<file path="src/rtl/sc_player_row_register_if.sv">
// Bundle between the player movement FSM and the row register:
// shift/clear/hit commands in, one-hot row position and status out.
interface sc_player_row_register_if #(
   parameter int DATAWIDTH     = 8,
   parameter int MOVECNT_WIDTH = 8
);
   logic [1:0]               shift_sel_in;
   logic                     clear_in;
   logic                     hit_in;
   logic [DATAWIDTH-1:0]     row_out;
   logic                     at_left_edge_out;
   logic                     at_right_edge_out;
   logic                     frozen_out;
   logic [MOVECNT_WIDTH-1:0] move_count_out;

   modport master (
      output shift_sel_in, clear_in, hit_in,
      input  row_out, at_left_edge_out, at_right_edge_out, frozen_out, move_count_out
   );

   modport slave (
      input  shift_sel_in, clear_in, hit_in,
      output row_out, at_left_edge_out, at_right_edge_out, frozen_out, move_count_out
   );
endinterface

</file>
<file path="src/rtl/sc_player_row_register.sv">
// One-hot player position in the frog row with saturating single-bit moves,
// a collision freeze window and a counter of moves that changed position.
module sc_player_row_register #(
   parameter int DATAWIDTH     = 8,
   parameter int INIT_POS      = 3,
   parameter int FREEZE_CYCLES = 4,
   parameter int MOVECNT_WIDTH = 8
) (
   input logic                    SC_PLAYER_STATEMACHINE_CLOCK_50,
   input logic                    SC_PLAYER_STATEMACHINE_RESET_InHigh,
   sc_player_row_register_if.slave bus
);

   localparam int CNT_W = (FREEZE_CYCLES > 1) ? $clog2(FREEZE_CYCLES) : 1;
   localparam logic [CNT_W-1:0] FREEZE_LOAD = CNT_W'(FREEZE_CYCLES - 1);
   localparam logic [DATAWIDTH-1:0] ROW_INIT = {{(DATAWIDTH-1){1'b0}}, 1'b1} << INIT_POS;

   typedef enum logic {
      ACTIVE = 1'b0,
      FROZEN = 1'b1
   } state_t;

   state_t                   r_state;
   logic [DATAWIDTH-1:0]     r_row;
   logic [CNT_W-1:0]         r_freezeCnt;
   logic [MOVECNT_WIDTH-1:0] r_moveCount;

   // Clear beats everything; a hit while active wins over a same-cycle shift.
   always_ff @(posedge SC_PLAYER_STATEMACHINE_CLOCK_50 or posedge SC_PLAYER_STATEMACHINE_RESET_InHigh) begin
      if (SC_PLAYER_STATEMACHINE_RESET_InHigh) begin
         r_state     <= ACTIVE;
         r_row       <= ROW_INIT;
         r_freezeCnt <= '0;
         r_moveCount <= '0;
      end else if (bus.clear_in) begin
         r_state     <= ACTIVE;
         r_row       <= ROW_INIT;
         r_freezeCnt <= '0;
         r_moveCount <= '0;
      end else begin
         case (r_state)
            ACTIVE: begin
               if (bus.hit_in) begin
                  r_state     <= FROZEN;
                  r_freezeCnt <= FREEZE_LOAD;
               end else if (bus.shift_sel_in == 2'b01 && !r_row[DATAWIDTH-1]) begin
                  r_row       <= r_row << 1;
                  r_moveCount <= r_moveCount + MOVECNT_WIDTH'(1);
               end else if (bus.shift_sel_in == 2'b10 && !r_row[0]) begin
                  r_row       <= r_row >> 1;
                  r_moveCount <= r_moveCount + MOVECNT_WIDTH'(1);
               end
            end
            FROZEN: begin
               // Further hits are ignored so the window is never stretched.
               if (r_freezeCnt == '0) begin
                  r_state <= ACTIVE;
               end else begin
                  r_freezeCnt <= r_freezeCnt - CNT_W'(1);
               end
            end
            default: r_state <= ACTIVE;
         endcase
      end
   end

   assign bus.row_out           = r_row;
   assign bus.at_left_edge_out  = r_row[DATAWIDTH-1];
   assign bus.at_right_edge_out = r_row[0];
   assign bus.frozen_out        = (r_state == FROZEN);
   assign bus.move_count_out    = r_moveCount;

endmodule

</file>
<file path="src/flat_wrapper.sv">
// flat-port wrapper written by rule: the top's interface ports become plain ports
module sc_player_row_register_flat 
#(
   parameter int DATAWIDTH     = 8,
   parameter int INIT_POS      = 3,
   parameter int FREEZE_CYCLES = 4,
   parameter int MOVECNT_WIDTH = 8
)
  (SC_PLAYER_STATEMACHINE_CLOCK_50, SC_PLAYER_STATEMACHINE_RESET_InHigh, bus_shift_sel_in, bus_clear_in, bus_hit_in, bus_row_out, bus_at_left_edge_out, bus_at_right_edge_out, bus_frozen_out, bus_move_count_out);
  sc_player_row_register_if #(.DATAWIDTH(DATAWIDTH), .MOVECNT_WIDTH(MOVECNT_WIDTH)) bus_i ();
  input logic SC_PLAYER_STATEMACHINE_CLOCK_50;
  input logic SC_PLAYER_STATEMACHINE_RESET_InHigh;
  input wire logic [$bits(bus_i.shift_sel_in)-1:0] bus_shift_sel_in;
  input wire logic [$bits(bus_i.clear_in)-1:0] bus_clear_in;
  input wire logic [$bits(bus_i.hit_in)-1:0] bus_hit_in;
  output wire logic [$bits(bus_i.row_out)-1:0] bus_row_out;
  output wire logic [$bits(bus_i.at_left_edge_out)-1:0] bus_at_left_edge_out;
  output wire logic [$bits(bus_i.at_right_edge_out)-1:0] bus_at_right_edge_out;
  output wire logic [$bits(bus_i.frozen_out)-1:0] bus_frozen_out;
  output wire logic [$bits(bus_i.move_count_out)-1:0] bus_move_count_out;
  assign bus_i.shift_sel_in = bus_shift_sel_in;
  assign bus_i.clear_in = bus_clear_in;
  assign bus_i.hit_in = bus_hit_in;
  assign bus_row_out = bus_i.row_out;
  assign bus_at_left_edge_out = bus_i.at_left_edge_out;
  assign bus_at_right_edge_out = bus_i.at_right_edge_out;
  assign bus_frozen_out = bus_i.frozen_out;
  assign bus_move_count_out = bus_i.move_count_out;
  sc_player_row_register #(.DATAWIDTH(DATAWIDTH), .INIT_POS(INIT_POS), .FREEZE_CYCLES(FREEZE_CYCLES), .MOVECNT_WIDTH(MOVECNT_WIDTH)) u_core (.SC_PLAYER_STATEMACHINE_CLOCK_50(SC_PLAYER_STATEMACHINE_CLOCK_50), .SC_PLAYER_STATEMACHINE_RESET_InHigh(SC_PLAYER_STATEMACHINE_RESET_InHigh), .bus(bus_i));
endmodule
</file>
<file path="config.mk">
export PLATFORM = sky130hd
export DESIGN_NAME = sc_player_row_register_flat
export DESIGN_NICKNAME = d
export VERILOG_FILES = /design/src/rtl/sc_player_row_register_if.sv /design/src/rtl/sc_player_row_register.sv /design/src/flat_wrapper.sv
export SDC_FILE = /design/constraint.sdc
export NUM_CORES = 1
export LEC_CHECK = 0
export ABC_AREA = 0
export CORE_MARGIN = 2
export CORE_UTILIZATION = 50
export CTS_BUF_LIST = sky130_fd_sc_hd__clkbuf_2 sky130_fd_sc_hd__clkbuf_4 sky130_fd_sc_hd__clkbuf_8
export DETAILED_ROUTE_END_ITERATION = 8
export PLACE_DENSITY = 0.8
export SYNTH_ARGS = -nofsm -noshare
export SYNTH_HDL_FRONTEND = slang
export SYNTH_SLANG_ARGS = --single-unit
export TNS_END_PERCENT = 1
</file>
<file path="constraint.sdc">
create_clock -name SC_PLAYER_STATEMACHINE_CLOCK_50 -period 1.6 [get_ports SC_PLAYER_STATEMACHINE_CLOCK_50]
set_input_delay 0.4 -clock SC_PLAYER_STATEMACHINE_CLOCK_50 [delete_from_list [all_inputs] [get_ports SC_PLAYER_STATEMACHINE_CLOCK_50]]
set_output_delay 0.4 -clock SC_PLAYER_STATEMACHINE_CLOCK_50 [all_outputs]
set_load 0.005 [all_outputs]
</file>
==> flow_summary.ini <==
[status]
status = finished clean

[logic_synthesis]
synthFlopType = dfrtp_1
syn_nets = 104
ys_seq_area_share_pct = 45.6
avgSynthCellArea_um2 = 10.9
synth-edff-count = 0
synth.distinct_cells = 30
netlist_area_um2 = 1040
synth-seq-cells = 19
netlist_instances = 96
yosys_warnings = 0
async_reset_ff_share_pct = 100

[floorplanning]
start_util_pct = 53.3
dieArea_um2 = 2470
fp.dieW_um = 49.7
die_y_um = 49.7
pin_count = 25
fp-row-count = 16
core-area_um2 = 1960

[critical_path]
path_class = input pin to flip-flop
crit_required_ns = 1.84
reg2reg_to = u_core.bus.row_out[4]
startpoint = bus_shift_sel_in[0]
arrival_ns = 1.80
cpMaxStageDelayCell = clkdlybuf4s50_1
endpoint_kind = flip-flop
r2r_slack_ns = 0.22
path_cells = clkdlybuf4s50_1 -> buf_4 -> nor3b_4 -> buf_4 -> o2111ai_1 -> xor2_1 -> nor2_1
start_kind = input pin
cp_slowest_stage_delay_ns = 0.44
crit_top_cell = buf_4
reg2regPathDepth = 5
reg2reg_from = u_core.bus.row_out[7]
cp_max_fo = 6

[timing]
hold_slack_ns = 0.332
setup-violations-final = 0
setup_ws_ns = 0.0453
slew_headroom_pct = 78.6
fin_skew_ns = 0.00992
slew_violations = 0
final_hold_viol_count = 0
worstMarginPinSlew_ns = 0.321
fin_crit_ns = 1.55
clock.fmax_ghz = 0.643
fin_crit_sh_pct = 97.2
rsz0062_at_grt = true

[clock_network]
cts_tree = yes
cts.path.max_buffers = 2
cts-root-buf = clkbuf_4
hold_buffers = 0
cts_buffers = 3
cts_sinks = 19
cts_max_level = 1
clk_pin_slew_ns = 0.12
clk_latency_ns = 0.31

[finish]
fin_area_um2 = 1400
fill_cells = 162
drive_gt1_share_pct = 22.7
multi_input_area_um2 = 499
syn_to_final_growth_pct = 33.7
nets = 141
regArea_um2 = 479
diodes = 0

[place]
dpl.hpwl_um = 1590
gp_congestion = 0.775
post-place-ws_ns = -0.281
port_buffers = 24
place_area_um2 = 1370

[detailed_routing]
vias = 838
dr.pass1.iters = 4
detail-route-antenna-nets = 0
drc_errors = 0
drtIter0Drc = 9
routed_wl_um = 2140
routedWlPerCell_um = 13.4
vias_per_cell = 5.27

[power_and_ir_drop]
power.density_nw_per_um2 = 700
ir_drop_uv = 503
p_leak_uw = 0.000689

[global_routing]
antenna_found_initial = 0
grt_max_degree = 20
overflow = 0
first_global_vias = 843
grtUsageTotal_pct = 19.4
grt_pass1_wl_um = 3680

[hold_path]
min_path_type = input pin to asynchronous set/reset pin

[job]
maxCapViolCount = 0
-- layout by cell type, fill, tap and decap left out, drive strengths merged, types with 2 or more instances in the layout --
cell	count
xor2	7
dlygate4sd2	18
nor3	3
buf	14
clkdlybuf4s50	5
a211oi	5
nor2	17
dfrtp	18
nand2	4
and3	3
o211ai	5
nor3b	2
clkbuf	3
inv	4
ha	2
mux2i	5
a21oi	3
-- where the power goes --
part	internal [uW]	leakage (uW)	switching, uW
registers	504	0.000252	25.8
clock network	93.4	0.0000177	158
logic	101	0.000420	94.8
total	699	0.000689	279
-- worst max-delay path, delay by kind of cell --
kind / cells / cell delay [ns]
AO/OA/AOI/OAI: 1 / 0.12
XOR/XNOR: 1 / 0.16
buffers and inverters: 3 / 0.79
AND/OR/NAND/NOR: 2 / 0.33
-- through the flow --
stage          setup TNS, ns  std cells  power, uW  util, %
2_1_floorplan              0         96        652        -
3_3_place_gp           -3.42        153        735     69.7
3_5_place_dp           -3.91        153        744     69.7
4_1_cts                    0        158        984     70.5
5_1_grt              -0.0762        159       1030     71.2
6_report                   0        159        977     71.2
-- cells by family (layout without fill, tap and decap cells) --
logic type | Yosys count | after routing | share of synthesized area [%]
compound gates | 19 | 19 | 16.2
xor+xnor | 8 | 8 | 6.71
fa+ha+maj | 2 | 2 | 2.39
buf+inv | 10 | 46 | 6.59
flops | 19 | 19 | 45.6
mux | 5 | 5 | 4.79
simple gates | 33 | 33 | 17.7
-- worst max path at each step --
stage                                         to  slack [ns]  depth (start not counted)
floorplan                  u_core.bus.row_out[1]        0.21                          5
global route               u_core.bus.row_out[5]       -0.02                          6
detailed placement  u_core.bus.move_count_out[3]       -0.28                          7
global placement           u_core.bus.row_out[6]       -0.26                          6
CTS                        bus_move_count_out[7]        0.01                          1
finish              u_core.bus.move_count_out[7]        0.05                          7
-- synth_stat cells, types with 2 or more instances --
master,number,area share [%]
ha_1,2,2.4
nor3b_4,2,3.6
mux2i_1,5,4.8
nand2_1,4,1.4
inv_1,4,1.4
a21oi_1,3,1.4
nor3_1,3,1.4
nor2_1,17,6.1
and3_1,3,1.8
a211oi_2,4,4.8
o211ai_1,5,3.6
xor2_1,7,5.9
dfrtp_1,18,43
clkbuf_1,2,0.72
buf_4,2,1.4
-- state kept, by name (all words and copies together), names as in the netlist --
signal	flops
u_core.bus.move_count_out	8
u_core.bus.row_out	8
u_core.r_freezeCnt	2
u_core.bus.frozen_out	1
-- layout make-up --
type,instances,share of cell area (%)
Inverter,4,1.08
Sequential cell,19,34.3
Clock inverter,1,0.358
Timing Repair Buffer,38,24.5
Clock buffer,3,1.61
Multi-Input combinational cell,67,35.8
Tap cell,27,2.42
-- metal layers --
metal	vias up	GRT usage, %	share of wire [%]
li1	406	-	-
met1	406	22.4	43
met2	23	35.6	52
met3	3	3.33	3.7
met4	0	6.94	1.4
met5	-	0	0
-- repair_timing --
action                     CTS  global route
setup buffers                1             1
gates resized for setup     20             2
pin swaps                    0             2
setup endpoints to repair   18             9
Power figures use the tool's default switching activity.
